<file path="src/rtl/sar_adc.sv">
// Successive-approximation ADC with held input sample and a bit-serial SAR.
// Voltages are signed fixed-point words sharing one scale; vtrial shows the trial-DAC level for that scale.
module sar_adc #(
  parameter int                        BITS   = 4,
  parameter int                        DATA_W = 16,
  parameter logic signed [DATA_W-1:0] VOS    = '0
) (
  input  logic                     clk,
  input  logic                     rst_n,
  input  logic                     start,
  input  logic signed [DATA_W-1:0] ain,
  input  logic signed [DATA_W-1:0] vref,
  output logic [BITS-1:0]          dout,
  output logic                     valid,
  output logic                     busy,
  output logic signed [DATA_W-1:0] vtrial
);

  localparam int             PW  = DATA_W + BITS + 2;
  localparam int             KW  = (BITS > 1) ? $clog2(BITS) : 1;
  localparam logic [BITS-1:0] MSB = BITS'(1) << (BITS - 1);

  typedef enum logic {IDLE, CONV} state_t;

  state_t                   state;
  logic [BITS-1:0]          trial;
  logic [KW-1:0]            k;
  logic signed [DATA_W-1:0] vin_h;
  logic signed [DATA_W-1:0] vr_h;
  logic                     ge;
  logic [BITS-1:0]          code_nxt;

  function automatic logic signed [PW-1:0] sext(input logic signed [DATA_W-1:0] v);
    return {{(PW-DATA_W){v[DATA_W-1]}}, v};
  endfunction

  function automatic logic signed [PW-1:0] zext(input logic [BITS-1:0] c);
    return {{(PW-BITS){1'b0}}, c};
  endfunction

  // Threshold test done on 2^BITS-scaled values, so no division and vref=0 is harmless.
  function automatic logic at_or_above(input logic signed [DATA_W-1:0] vin,
                                       input logic signed [DATA_W-1:0] vr,
                                       input logic [BITS-1:0]          code);
    logic signed [PW-1:0] lhs;
    logic signed [PW-1:0] rhs;
    lhs = sext(vin) <<< BITS;
    rhs = zext(code) * sext(vr) + (sext(VOS) <<< BITS);
    return lhs >= rhs;
  endfunction

  function automatic logic [BITS-1:0] clamp_code(input logic signed [DATA_W-1:0] vin,
                                                 input logic signed [DATA_W-1:0] vr,
                                                 input logic [BITS-1:0]          code);
    logic [BITS-1:0] c;
    if (vr[DATA_W-1] || (vr == '0))
      c = '0;
    else if (vin >= vr)
      c = '1;
    else if (vin[DATA_W-1])
      c = '0;
    else
      c = code;
    return c;
  endfunction

  function automatic logic signed [DATA_W-1:0] trial_level(input logic [BITS-1:0]          code,
                                                           input logic signed [DATA_W-1:0] vr);
    logic signed [PW-1:0] p;
    p = zext(code) * sext(vr);
    p = p >>> BITS;
    return p[DATA_W-1:0];
  endfunction

  always_comb begin
    ge       = at_or_above(vin_h, vr_h, trial);
    code_nxt = trial;
    code_nxt[k] = ge;
    if (k != '0)
      code_nxt[k - KW'(1)] = 1'b1;
  end

  always_ff @(posedge clk) begin
    if (!rst_n) begin
      state <= IDLE;
      dout  <= '0;
      valid <= 1'b0;
      busy  <= 1'b0;
      trial <= '0;
      k     <= '0;
      vin_h <= '0;
      vr_h  <= '0;
    end else begin
      unique case (state)
        IDLE: begin
          valid <= 1'b0;
          if (start) begin
            vin_h <= ain;
            vr_h  <= vref;
            trial <= MSB;
            k     <= KW'(BITS - 1);
            busy  <= 1'b1;
            state <= CONV;
          end
        end
        CONV: begin
          trial <= code_nxt;
          if (k != '0) begin
            k <= k - KW'(1);
          end else begin
            dout  <= clamp_code(vin_h, vr_h, code_nxt);
            valid <= 1'b1;
            busy  <= 1'b0;
            state <= IDLE;
          end
        end
        default: state <= IDLE;
      endcase
    end
  end

  assign vtrial = trial_level(trial, vr_h);

endmodule

</file>
<file path="config.mk">
export PLATFORM = sky130hd
export DESIGN_NAME = sar_adc
export DESIGN_NICKNAME = d
export VERILOG_FILES = /design/src/rtl/sar_adc.sv
export SDC_FILE = /design/constraint.sdc
export NUM_CORES = 1
export LEC_CHECK = 0
export CORE_MARGIN = 2
export CORE_UTILIZATION = 30
export CTS_CLUSTER_DIAMETER = 120
export DETAILED_ROUTE_END_ITERATION = 10
export HOLD_SLACK_MARGIN = 0.02
export MAX_ROUTING_LAYER = met4
export SLEW_MARGIN = 20
export SYNTH_ARGS = -nofsm -noshare
export SYNTH_HDL_FRONTEND = slang
export SYNTH_SLANG_ARGS = --single-unit
</file>
<file path="constraint.sdc">
create_clock -name clk -period 11.58 [get_ports clk]
set_input_delay 2.316 -clock clk [delete_from_list [all_inputs] [get_ports clk]]
set_output_delay 2.316 -clock clk [all_outputs]
set_load 0.02 [all_outputs]
</file>
==> Word-level counts from Yosys, hierarchy flattened <==
Cells that the tools add are included.
Widths: inputs -> output; s select.
{ "word_totals": {"reg_bits": 45, "word_cells": 53, "in_bits": 35, "output_inout_bits": 22} }
{ "op_classes": {"n_eq_ne": 3, "n_bitwise": 3, "n_reduce_logical": 9, "multipliers": 1, "n_addsub": 1, "n_lt_le_gt_ge": 6, "muxes": 22} }
{ "op_table": {"columns": ["operator", "n"], "rows": [
  ["$ge 20x21->1", 1],
  ["$mul 5x16->21", 1],
  ["$mux 4", 5],
  ["$ge 16x16->1", 1],
  ["$logic_not 16->1", 1],
  ["$pmux 4 s2", 1],
  ["$reduce_and 2->1", 4],
  ["$mux 1", 7],
  ["$lt 2x3->1 const B", 2],
  ["$pmux 1 s2", 3],
  ["$bwmux 4", 1],
  ["$demux 1 s2", 2],
  ["$ge 2x1->1 const B", 2],
  ["$mux 2", 2],
  ["$ne 2x2->1 const B", 2],
  ["$or 4x4->4", 1],
  ["$pmux 2 s2", 1],
  ["$logic_and 1x1->1", 2],
  ["$ne 2x1->1 const B", 1],
  ["$not 1->1", 2],
  ["$reduce_bool 2->1", 1],
  ["$sub 2x1->2 const B", 1],
  ["$logic_or 1x1->1", 1]
]} }

==> Longest topological paths before layout <==
Gate-level depths: netlist (run 1).
{ "depth": {"depth_word": 10, "depth_mapped": 23, "ltp_nobuf": 22} }

==> Worst setup path before layout (run 1) <==
OpenSTA, ideal clock, no wires.
{ "synth_path": {"path_kind": "register to output", "startpoint": "reg trial[2]", "endpoint": "out vtrial[15]", "t_required_ps": 9264, "t_arrival_ps": 3903, "path_stages_with_launch": 16, "path_buffers": 1, "slack_ps": 5361, "path_cell_list": "dfxtp_1 clkbuf_1 and2_1 ha_1 fa_1 inv_1 fa_1 inv_1 ha_1 o21ai_1 o21ai_1 nand3_1 a211o_1 a21o_1 and4_1 or3_1"} }
{ "synth_via": {"elab_chain_len": 1} }
{ "synth_rtl": {"columns": ["item", "line", "text"], "rows": [
  ["start, declared", "26", "logic [BITS-1:0] trial;"],
  ["start signal, assigned", "107", "trial <= code_nxt;"],
  ["$mul 5x16->21", "70", "p = zext(code) * sext(vr);"],
  ["end, declared", "16", "output logic signed [DATA_W-1:0] vtrial"]
]} }
Every way passes these cells.

==> Worst setup path after layout (run 1) <==
Ends and elaborated chain as after synthesis.

==> qor.yml, run 1 <==
detailed_routing:
  via_per_inst: 4.708
  wire_per_inst_microns: 13.79
  drt_iter0_drc: 231
  wl_microns: 12740
  drc_errors: 0
  drtAntennaViolNets: 0
  via_count: 4350
  dr.pass1.iters: 4
timing:
  hold_ws_ps: 472.3
  setup_slack_ps: 4304
  rsz0062_at_grt: "false"
  fin_tns_setup_ps: 0
  setup_violations: 0
  hold_viol_final: 0
  relSlewSlack_pct: 50.38
  finalCritPeriodShare_pct: 62.83
  worst_pin_slew_ps: 743.3
  skew_ps: 8.244
  drv_slew: 0
  layout_min_cycle_time_ps: 7276
  fmax_ghz: 0.1374
synthesis:
  postSynthAreaPerCell_sq_um: 7.801
  ys_async_sr_fraction_pct: 0
  synth_common_cells: "106 x inv_1, 98 x nand2_1, 78 x ha_1"
  ys_ff_latch: 45
  ys_seq_area_share_pct: 17.63
  synth_edf_count: 0
  synth_cell_types: 51
  netlist_instances: 655
  syn-num-nets: 801
  synth_flop_cell: "dfxtp_1"
  yosys-top-cells-area: "ha_1 19%, dfxtp_1 18%, fa_1 13%"
  syn_area_sq_um: 5110
  synth_largest_area_cell: "ha_1"
  yosysMostFrequentCell: "inv_1"
  synth_top_area_share_pct: 19.10
  ys_warn_count: 0
placed_design:
  dp_slack_ps: 4579
  dp_hpwl_microns: 10260
  post_dp_cell_area_sq_um: 5903
  portBuffers: 56
  place_inst: 916
  place.gp.congestion: 0.8367
floorplan:
  die_width_microns: 134.5
  core_sq_um: 16640
  num_io_pins: 57
  rows: 47
  die_h_microns: 134.5
  die_area_sq_um: 18090
  start_util_pct: 30.70
cts:
  cts-resized-gates: 0
  clockBufferDepth: 2
  insertion_delay_ps: 300
  cts_buffers: 5
  postCtsSetupBuffers: 0
  cts_tree: "done"
  clock_sink_count: 45
  htree_levels: 2
  cts_root_buffer: "clkbuf_16"
  ctsHoldBuffers: 0
  cts.reportedPaths.clkPinSlew_ps: 70
layout:
  instances_no_fill: 924
  layout.nets: 849
  antenna_cells: 0
  syn_to_final_growth_pct: 18.46
  fin_area_sq_um: 6053
  drive_above_1_share_pct: 3.267
worst_setup_path:
  crit_path_start_kind: "flip-flop"
  crit_required_ps: 9260
  worstSetupEndpointType: "output pin"
  critPathArrivalTime_ps: 4960
  slowest_delay_ps: 620
  worstSetupPathType: "flip-flop to output pin"
  crit_path_max_fanout: 18
  worstPathCellList: "and2_1, ha_1, fa_1, inv_1, fa_1, inv_1, ha_1, o21ai_1, o21ai_1, nand3_1, a211o_1, a21o_1, and4_1, or3_1, clkdlybuf4s50_1"
  cp_slowest_cell: "dfxtp_1"
global_route:
  first_global_vias: 4167
  grt_overflow: 0
  antenna_found_initial: 0
  grt_max_degree: 39
  grt_use_total_pct: 14.80
  grt_pass1_wl_microns: 20750
worst_hold_path:
  min_path_type: "flip-flop to flip-flop"
power:
  swShare_pct: 36.58
  p_int_uw: 330.5
  irDropWorstVdd_v: 0.00006138
  p_seq_share_pct: 36.2
  p_leak_nw: 2.869
  power_frac_clock_pct: 28.9
  power_switching_uw: 190.6
  powerDensity_nw_per_um2: 86.08
  p_comb_share_pct: 34.9
status:
  status: "finished clean"
flow_run:
  drv_cap: 0
[state kept, by name (all words and copies together), names as in the netlist]
name and cells:
vr_h 16, vin_h 16, state 1, busy 1
dout 4, trial 4, k 2, valid 1
[worst paths after layout]
| check | slack, ps | cells past startpoint | end | startpoint |
|---|---|---|---|---|
| max | 4300 | 15 | vtrial[15] | trial[2] |
| min | 470 | 1 | busy | busy |
| max reg2reg | 5220 | 22 | dout[0] | trial[3] |
| min reg2reg | 470 | 1 | busy | busy |
[layer usage]
layer  part of all wire (%)  GRT usage [%]  up-vias  wire (microns)
met5                      0              -        -               0
met4                    2.0          4.035        0             255
met3                    2.9          1.389       14             369
met2                     46          24.26       69            5907
met1                     49          19.62     2019            6206
li1                       -              -     2248               -
[power groups by stage]
stage,Sequential [mW],Clock [mW],Combinational (mW)
after floorplan,0.182,0,0.127
after global placement,0.192,0,0.182
after detailed placement,0.192,0,0.182
after CTS,0.189,0.152,0.184
after global routing,0.191,0.159,0.206
final,0.189,0.151,0.182
[kinds of logic (layout without fill, tap and decap cells)]
kind of cell,Yosys count,after routing,synth area share (%)
xor gates and xnor gates,19,19,3.257
adders and majority gates,111,111,32.03
muxes,2,2,0.5141
AOI/OAI and AO/OA,133,133,16.31
and+or+nand+nor,221,221,21.16
buffers and inverters,124,173,9.109
DFF,45,45,17.63
[stage by stage]
step	utilization [%]	power, mW
after floorplan	-	0.3088
after detailed placement	35.47	0.3745
final	36.37	0.5211
after CTS	36.37	0.5245
after global placement	35.47	0.3741
after global routing	36.37	0.5559
[final cells by class]
type | count | area [sq um]
fillers | 1733 | 10590
repair buffers | 59 | 583.1
well taps | 220 | 275.3
inverters | 106 | 397.9
flip-flops and latches | 45 | 900.9
multi-input cells | 486 | 3746
clock inverters | 3 | 25.02
clock buffers | 5 | 125.1
[worst max-delay path: cells and delay by family, from the launching register on]
| kind | cells | cell delay [ps] |
|---|---|---|
| AO/OA/AOI/OAI | 4 | 880 |
| adder cells (fa/ha/maj) | 4 | 1640 |
| buffers and inverters | 3 | 630 |
| flip-flops | 1 | 620 |
| AND/OR/NAND/NOR | 4 | 900 |
[cell usage in the layout (no fill, tap or decap), drive strengths merged, types with 4 or more instances in the layout]
cell and count:
nand3 8, a21oi 62, clkdlybuf4s50 56, fa 33, nor4 4, nor2 23, and2 53, nand2 98
xor2 7, xnor2 12, nand4 9, dfxtp 45, nand2b 8, inv 108, nor3 6, a21o 13
clkbuf 5, ha 78, o21a 9, o21ai 19, a211oi 5
Note: power is estimated with default switching activity, not from simulation.
==> run 2: changes to the inputs <==
clock period = 6.5 ns   (was 11.58 ns; I/O delays follow)
==> run 2 against run 1 <==
Clock power rose by 74%. Sequential power rose by 77%. Power up 79%. Design area grew 0.79%. Via count is 1.3% higher. Count of clock-buffer cells in the layout did not move. Critical endpoint unchanged. Largest cell class unchanged. Highest routed layer unchanged.
==> qor.yml, run 2 (same netlist as run 1, synthesis figures left out) <==
status:
  status: "finished clean"
layout:
  final_util_pct: 36.66
  fin_area_sq_um: 6101
  layout_common_cells: "106 x inv_1, 98 x nand2_1, 78 x ha_1, 62 x a21oi_1, 56 x clkdlybuf4s50_1"
  drive_above_1_share_pct: 4.366
  syn_to_final_growth_pct: 19.39
  layout.nets: 855
  final_common_cell: "inv_1"
  reg.largest.list: "vin_h: 16 flops, vr_h: 16 flops"
  antenna_cells: 0
timing:
  layout_min_cycle_time_ps: 6126
  hold_viol_final: 0
  rsz0062_at_grt: "false"
  fmax_ghz: 0.1632
  drv_slew: 0
  relSlewSlack_pct: 49.07
  fin_tns_setup_ps: 0
  setup_violations: 0
  skew_ps: 7.386
  hold_ws_ps: 480.5
  worst_pin_slew_ps: 763.0
  finalCritPeriodShare_pct: 94.24
detailed_routing:
  via_count: 4406
  drtAntennaViolNets: 0
  via_per_inst: 4.738
  dr.pass1.iters: 4
  drt_iter0_drc: 163
  wire_per_inst_microns: 14.12
  wl_microns: 13130
  drc_errors: 0
power:
  p_leak_nw: 2.901
  power_frac_clock_pct: 28.2
  p_int_uw: 591.2
  power_switching_uw: 340.6
  p_comb_share_pct: 36.0
  irDropWorstVdd_v: 0.00009203
  swShare_pct: 36.55
  powerDensity_nw_per_um2: 152.7
  p_seq_share_pct: 35.8
worst_setup_path:
  crit_path_start_kind: "flip-flop"
  crit_buf_inv: 3
  worstPathCellList: "and2_1, ha_1, fa_1, inv_1, fa_1, inv_1, ha_1, and3_1, nand3_1, a211o_1, a21o_1, and4_1, or3_1, clkdlybuf4s50_1"
  cp_slowest_cell: "clkdlybuf4s50_1"
  rr_worst_depth: 22
  cp_top_family: "adder cells"
  worstSetupEndpointType: "output pin"
  crit_path_max_fanout: 18
  crit_required_ps: 5200
  slowest_delay_ps: 550
  critPathArrivalTime_ps: 4830
  worstSetupPathType: "flip-flop to output pin"
  cp.depth: 14
floorplan:
  core_sq_um: 16640
  num_io_pins: 57
  rows: 47
  die_width_microns: 134.5
  start_util_pct: 30.70
  die_h_microns: 134.5
  die_area_sq_um: 18090
cts:
  cts_buffers: 5
  cts_tree: "done"
  cts_root_buffer: "clkbuf_16"
  insertion_delay_ps: 300
  cts.reportedPaths.clkPinSlew_ps: 70
  clockBufferDepth: 2
  htree_levels: 2
  clock_sink_count: 45
global_route:
  grt_pass1_wl_microns: 21770
  grt_overflow: 0
  grt_max_degree: 39
  grt_use_total_pct: 15.48
  antenna_found_initial: 0
  first_global_vias: 4401
placed_design:
  dp_hpwl_microns: 10770
  portBuffers: 56
  post_dp_cell_area_sq_um: 5948
  place.gp.congestion: 0.8844
worst_hold_path:
  min_path_type: "flip-flop to flip-flop"
  whs_path_depth: 1
flow_run:
  drv_cap: 0
## run 2: area by class of cell
cell class / count / area, sq um
sequential: 45 / 903.4
inverter: 106 / 397.9
multi-input combinational: 486 / 3746
clock inverter: 3 / 25.02
fill: 1736 / 10540
timing repair buffer: 65 / 628.1
clock buffer: 5 / 125.1
tap: 220 / 275.3
## run 2: worst reg2reg max path, delay by kind of cell, from the launching register on
kind	cells	cell delay, ps
compound gates	7	2010
fa+ha+maj	5	1820
simple gates	6	880
flops	1	520
mux	1	360
xor+xnor	1	160
buf+inv	2	120
## run 2: routing by layer
metal	GRT usage, %	vias to the layer above	share of wire, %
li1	-	2262	-
met1	20.44	2055	48
met2	25.43	75	47
met3	1.877	14	3.6
met4	3.684	0	1.3
met5	-	-	0
## run 2: power groups by stage
stage / combinational (mW) / clock [mW] / sequential (mW)
2_1_floorplan: 0.226 / 0 / 0.324
3_3_place_gp: 0.335 / 0 / 0.339
3_5_place_dp: 0.336 / 0 / 0.339
4_1_cts: 0.338 / 0.270 / 0.333
5_1_grt: 0.377 / 0.283 / 0.338
6_report: 0.335 / 0.263 / 0.334
## run 2: stage by stage
step / setup WS [ps] / instances / power, mW
6_report: 374.3 / 930 / 0.9318
4_1_cts: 86.78 / 930 / 0.9418
5_1_grt: 85.62 / 930 / 0.9973
3_5_place_dp: 236.6 / 922 / 0.6754
3_3_place_gp: 504.3 / 922 / 0.6739
2_1_floorplan: 819.2 / 655 / 0.5501
## run 2: final timing paths
kind / startpoint / end / slack, ps
worst max-delay path: trial[2] / vtrial[15] / 370
worst min-delay path: busy / busy / 480
worst max register to register: trial[2] / dout[0] / 500
worst min register to register: busy / busy / 480
## run 2: repair_timing
action	CTS	global route
setup buffers	0	0
endpoints found under the setup margin	0	5
resized for setup	0	2
hold buffers	0	0
==> run 3: changes to the inputs <==
SETUP_SLACK_MARGIN = 0.05   (was default)
==> results of run 3 <==
The final DEF is identical to that of run 2; final timing and power are the same.
